### src/rtl/mem_access_arbiter.sv
// Round-robin arbiter that shares the single-port unified memory between
// instruction fetch and load/store, running fixed-latency accesses.
module mem_access_arbiter #(
  parameter int unsigned ADDR_W = 32,
  parameter int unsigned DATA_W = 32,
  parameter int unsigned LAT    = 2
) (
  input  logic              CLK,
  input  logic              Reset,
  input  logic              if_req,
  input  logic [ADDR_W-1:0] if_addr,
  output logic              if_gnt,
  output logic              if_done,
  input  logic              ls_req,
  input  logic              ls_we,
  input  logic [ADDR_W-1:0] ls_addr,
  input  logic [DATA_W-1:0] ls_wdata,
  output logic              ls_gnt,
  output logic              ls_done,
  output logic [DATA_W-1:0] rd_data,
  output logic              mem_en,
  output logic              mem_we,
  output logic [ADDR_W-1:0] mem_addr,
  output logic [DATA_W-1:0] mem_wdata,
  input  logic [DATA_W-1:0] mem_rdata,
  output logic              busy
);

  localparam int unsigned CNT_W = 4;

  typedef enum logic [1:0] {
    S_IDLE   = 2'd0,
    S_ACCESS = 2'd1,
    S_DONE   = 2'd2
  } state_t;

  state_t           state;
  logic [CNT_W-1:0] cnt;
  logic             last_ls;
  logic             cur_ls;
  logic             idle;

  // Grants are combinational; on a tie the requester not served last wins.
  assign idle   = (state == S_IDLE) && !Reset;
  assign if_gnt = idle && if_req && (!ls_req || last_ls);
  assign ls_gnt = idle && ls_req && (!if_req || !last_ls);

  always_ff @(posedge CLK) begin
    if (Reset) begin
      state     <= S_IDLE;
      cnt       <= '0;
      last_ls   <= 1'b0;
      cur_ls    <= 1'b0;
      if_done   <= 1'b0;
      ls_done   <= 1'b0;
      rd_data   <= '0;
      mem_en    <= 1'b0;
      mem_we    <= 1'b0;
      mem_addr  <= '0;
      mem_wdata <= '0;
      busy      <= 1'b0;
    end else begin
      if_done <= 1'b0;
      ls_done <= 1'b0;
      case (state)
        S_IDLE: begin
          if (if_gnt || ls_gnt) begin
            state   <= S_ACCESS;
            cnt     <= CNT_W'(LAT - 1);
            last_ls <= ls_gnt;
            cur_ls  <= ls_gnt;
            mem_en  <= 1'b1;
            busy    <= 1'b1;
            // Memory-side registers double as the captured operands.
            if (ls_gnt) begin
              mem_addr  <= ls_addr;
              mem_we    <= ls_we;
              mem_wdata <= ls_wdata;
            end else begin
              mem_addr  <= if_addr;
              mem_we    <= 1'b0;
            end
          end
        end
        S_ACCESS: begin
          if (cnt == '0) begin
            state   <= S_DONE;
            mem_en  <= 1'b0;
            mem_we  <= 1'b0;
            if (!mem_we) begin
              rd_data <= mem_rdata;
            end
            if_done <= !cur_ls;
            ls_done <= cur_ls;
          end else begin
            cnt <= cnt - CNT_W'(1);
          end
        end
        S_DONE: begin
          state <= S_IDLE;
          busy  <= 1'b0;
        end
        default: begin
          state  <= S_IDLE;
          mem_en <= 1'b0;
          mem_we <= 1'b0;
          busy   <= 1'b0;
        end
      endcase
    end
  end

endmodule
### config.mk
export PLATFORM = sky130hd
export DESIGN_NAME = mem_access_arbiter
export DESIGN_NICKNAME = d
export VERILOG_FILES = /design/src/rtl/mem_access_arbiter.sv
export SDC_FILE = /design/constraint.sdc
export NUM_CORES = 1
export LEC_CHECK = 0
export CAP_MARGIN = 0
export CORE_MARGIN = 5
export CORE_UTILIZATION = 26
export DETAILED_ROUTE_END_ITERATION = 10
export PLACE_DENSITY = 0.64
export SYNTH_ARGS = -nofsm -noshare
export SYNTH_HDL_FRONTEND = slang
export SYNTH_SLANG_ARGS = --single-unit
### constraint.sdc
create_clock -name CLK -period 2.1 [get_ports CLK]
set_input_delay 0.42 -clock CLK [delete_from_list [all_inputs] [get_ports CLK]]
set_output_delay 0.42 -clock CLK [all_outputs]
set_load 0.01 [all_outputs]
-- Word level (Yosys, flattened, before mapping)
Index checks and enable logic that the tools add are counted.
- flip-flop bits (word level): 108
- bits in latches: 0
- bits in writable memories: 0
- ROM bits: 0
- word-level logic and storage cells: 58
- memories kept: 0
- add/sub/neg operators: 1
- multipliers: 0
- divide/modulo/power cells: 0
- $lt $le $gt $ge: 0
- equality and inequality tests: 5
- shift-type cells: 0
- muxes and demuxes: 14
- bitwise gates (word level): 4
- reductions and logical operators: 23
- operators by type and width (kind ; count):
    32-bit two-way mux ; 1
    3-bit AND reduction ; 4
    4-bit two-way mux ; 2
    4-bit one-hot mux with 2 select lines ; 1
    1-bit one-hot mux with 3 select lines ; 2
    2-bit AND reduction ; 3
    1-bit logical AND ; 5
    1-bit zero test ; 4
    4-bit zero test ; 1
    1-bit two-way mux ; 4
    2-bit two-way mux ; 2
    2-bit != test (second input constant) ; 2
    1-bit inverter ; 4
    2-bit one-hot mux with 2 select lines ; 1
    4-bit by 1-bit subtractor with 4-bit output (second input constant) ; 1
    1-bit logical OR ; 3
    3-bit OR reduction ; 1
    2-bit by 1-bit == test with 1-bit output (second input constant) ; 1
    2-bit == test (second input constant) ; 1
    2-bit zero test ; 1
    2-bit by 1-bit != test with 1-bit output (second input constant) ; 1
    1-bit one-hot mux with 2 select lines ; 1
    2-bit nonzero test ; 1

-- Logic depth before layout (Yosys ltp)
- depth after elaboration: 7
- mapped depth: 8
- gate-level depth less buffers: 6

-- Least setup slack after synthesis
OpenSTA, ideal clock, no wires.
- path type: in2out
- start point: input Reset
- end point: output ls_gnt
- data arrival time: 1.302 ns
- data required time: 1.680 ns
- path slack: 0.378 ns
- cell stages on the path: 6
- path buffers: 3
- path through: buf_2 nor3_2 nand3_1 inv_2 buf_4 buf_2
- word-level cells in the longest chain between the ends: 4
- RTL lines (item ; RTL line ; text):
    from (decl) ; 9 ; input logic Reset,
    1-bit zero test ; 44 ; assign idle = (state == S_IDLE) && !Reset;
    1-bit logical AND ; 44 ;
    1-bit logical AND (2 in series) ; 46 ; assign ls_gnt = idle && ls_req && (!if_req || !last_ls);
    to (decl) ; 18 ; output logic ls_gnt,
No other way between the ends.

-- Worst setup path in the final report
- start point: input ls_req
- end point: output if_gnt
- word-level cells in the longest chain between the ends: 3
- RTL lines (item ; RTL line ; text):
    from (decl) ; 14 ; input logic ls_req,
    1-bit zero test ; 45 ; assign if_gnt = idle && if_req && (!ls_req || last_ls);
    1-bit logical OR ; 45 ;
    1-bit logical AND ; 45 ;
    to (decl) ; 12 ; output logic if_gnt,
No other way between the ends.

==> impl.org <==
** Run status
- The flow ran to the end, and the final reports show no timing, DRC or antenna violations.

** Yosys
- Post-synthesis sequential area ratio :: 53.0%
- The cell area that synthesis handed to floorplanning was 4080 sq um.
- Distinct cells, synth :: 33
- Ranked by total cell area, the synthesized netlist is headed by dfxtp_1 (53%), nand2_1 (15%), a21oi_1 (12%), nand3_1 (4.1%), o21ai_1 (2.6%).
- Post-synth net total :: 652
- Share of the synthesized area in the top cell type :: 53.0%
- After synthesis, the mean cell area works out to 7.88 sq um.
- The synthesized design spends more area on one cell type than any other, namely dfxtp_1.
- FF+latch count, synth :: 108
- In the synthesized netlist, the number of instances is 517.
- Number of synthesis warnings :: 0

** Detailed routing
- Ratio of routed vias to standard cells :: 4.40
- Detailed routing inserted a total of 4,206 vias.
- After detailed routing, the average wire length per cell comes to 14.7 um.
- In this run, the number of DRC markers left after iteration 0 of detailed routing was 159.
- Once detail routing completed, the nets flagged for antenna violations numbered 0.
- Summed over all layers, the routed wires come to 14.0 mm.
- DRC violations left :: 0
- Count of TritonRoute iterations in the first routing pass :: 4

** Worst hold path
- In this run the most critical hold path is launched from mem_wdata[31].
- The worst hold path belongs to the class reg2reg.

** Setup path
- In this run the worst path has a maximum fanout of 3.
- The slowest stage of the critical path belongs to the cell clkdlybuf4s50_1.
- Ordered list of cells on the worst path :: clkdlybuf4s50_1 > nand2b_1 > and3_1 > dlygate4sd2_1
- Max incr delay on CP :: 0.52 ns
- STA classifies the critical path endpoint as a primary output.
- Counting both buffers and inverters, the worst setup path holds a total of 2.
- STA classifies the critical path startpoint as a primary input.
- Critical path launch point :: ls_req
- In this run the critical register-to-register path is launched from state[0].
- The kind of cell with the highest combined delay along the critical path is buffers and inverters.
- Required @ worst endpoint :: 1.68 ns
- At the worst endpoint, the arrival time is 1.49 ns.
- The critical path is of the in2out type.

** STA
- Measured slew at the worst slew-check pin :: 0.712 ns
- RSZ-0062 raised after global routing :: false
- Final hold vios :: 0
- Max Fclk :: 524 MHz
- Hold timing on the final database bottoms out at a slack of 0.451 ns.
- After layout, the worst path uses 90.8% of the clock period.
- Rel. slew slack :: 52.5%
- Setup Skew :: 0.00600 ns
- The routed design could run at a clock period as short as 1.91 ns.
- The count of pins over their slew limit was 0.
- Setup violations remaining at the end of the flow were counted as 0.

** Floorplan
- Area of the core :: 15,300 sq um
- DIE HEIGHT :: 135 um
- The die covers 18,300 sq um.
- Effective utilization at floorplan :: 26.6%
- Ports placed on the boundary :: 236
- After floorplanning, the core was divided into 45 placement rows.
- In this run the horizontal extent of the chip is 135 um.

** GRT
- Met3 Usage GRT :: 6.32%
- Global routing used 17.4% of the available met1 tracks.
- Most heavily used metal layer in global routing :: met2
- Overflow after GRT :: 0
- Antenna violations before repair :: 0
- Maximum number of pins on one net before global-route repair :: 66
- For this run, the total global-route usage over all layers was measured as 15.0%.
- Wire length of the first global-routing pass :: 21.7 mm
- Via count of the first global-routing pass :: 4,181
- Met2 routing resource usage after global routing :: 25.1%

** Clock tree
- Num CTS Buffers :: 9
- Root Buffer :: clkbuf_16
- CTS clock-pin slew for the worst setup and hold paths :: 0.07 ns
- Number of buffers added to fix hold violations after cts :: 0
- Clock sinks :: 108
- Buffers added to address setup during post-CTS repair amount to 0.
- CTS HTree Levels :: 3
- Counting along the longest clock path gives a buffer depth of 2.
- Clock insertion delay at the later pin of the skew report :: 0.35 ns
- CTS tree :: done

** Placed design
- Detailed placement finished with a half-perimeter wire length of 9.73 mm.
- Routability-driven placement finished with a final weighted congestion of 0.762.
- Number of cells in the design after placement :: 940
- Port buffering added 235 buffers.

** Power and ir drop
- For this design the static power due to leakage is 2.77 nW.
- VDD sags by at most 436 uV.
- Power per Cell Area :: 756 nW/um^2

** Cells and area
- Commonest cells after routing, fill and taps aside :: clkdlybuf4s50_1 (232), nand2_1 (165), dfxtp_1 (107), a21oi_1 (100), nand3_1 (32)
- Number of filler cells placed in the layout :: 1,561
- The area growth from synthesis to layout is 71.8%.
- Leaving out fill and tap cells, the most frequent cell in the layout is clkdlybuf4s50_1.
- Registers take 2160 sq um.
- Filler-free cell count of the finished design :: 955
- The number of antenna diodes in the final layout is 0.
- Share of post-route cells with drive strength above 1 :: 5.24%
- The net count of the finished layout is 875.
- Area of the multi-input gates :: 1710 sq um

** Flow run
- The tool flagged a number of max-cap violations equal to 0.
## final timing paths
path                    to  slack (ns)  cells after the start
max                 if_gnt        0.19                      4
min          mem_wdata[31]        0.45                      2
max reg2reg   mem_addr[10]        0.40                      6
min reg2reg  mem_wdata[31]        0.45                      2
## cell families after synthesis
kind of cell	synth area share, %
multiplexers	0.246
flip-flops	53.0
AO/OA/AOI/OAI	18.0
AND/OR/NAND/NOR	22.6
buffers and inverters	5.59
adder cells (fa/ha/maj)	0.614
## routing by layer
metal | vias to the layer above | part of all wire (%)
met1 | 1878 | 41
met5 | - | 0
met3 | 14 | 9.7
met2 | 154 | 47
met4 | 0 | 1.5
li1 | 2160 | -
## timing repair
item,CTS,global route
hold endpoints to repair,0,0
resized for setup,4,0
endpoints found under the setup margin,2,0
## Yosys cell counts (all sizes together)
master,number
clkbuf,11
mux2i,1
buf,29
o21a,1
nand3,33
o21ai,37
a211oi,1
and2,1
dfxtp,108
and3,1
a21oi,100
ha,2
nor2b,3
nand2b,4
o31a,1
inv,6
o41ai,1
a41o,1
nand2,165
or4,1
nand4,1
nor3,4
nor2,2
nor4,3
## state kept, by name, summed over array words and instances (netlist names)
signal,count
busy,1
cnt,4
cur_ls,1
if_done,1
ls_done,1
mem_addr,32
mem_en,1
mem_wdata,32
mem_we,1
rd_data,32
state,2
## where the power goes
| part | leakage [nW] | internal (mW) | switching [mW] |
|---|---|---|---|
| Clock | 0.153 | 1.08 | 0.765 |
| Sequential | 0.886 | 2.21 | 0.0874 |
| Combinational | 1.73 | 0.642 | 0.506 |
| Total | 2.77 | 3.93 | 1.36 |
## worst register-to-register path, delay by kind of cell (launching register included)
kind            cells  cell delay, ns
compound gates      1            0.16
flops               1            0.43
simple gates        3            0.32
buf+inv             2            0.70
## stage by stage
step / TNS, ns / area, sq um / total power, mW / setup slack, ns / util, %
floorplan: 0 / 4080 / 2.80 / 0.378 / -
global placement: -8.27 / 6690 / 3.51 / -0.297 / 43.7
CTS: 0 / 7000 / 5.39 / 0.152 / 45.7
global route: 0 / 7000 / 5.58 / 0.0733 / 45.7
finish: 0 / 7000 / 5.29 / 0.193 / 45.7
detailed placement: -8.22 / 6690 / 3.51 / -0.292 / 43.7
## cell type report
| class | instances | area share, % |
|---|---|---|
| clock inverter | 3 | 0.983 |
| inverter | 6 | 0.322 |
| timing repair buffer | 252 | 36.1 |
| clock buffer | 12 | 3.52 |
| multi-input combinational | 363 | 24.4 |
| sequential | 108 | 30.9 |
| tap | 211 | 3.77 |
(Power assumes the default switching activity.)
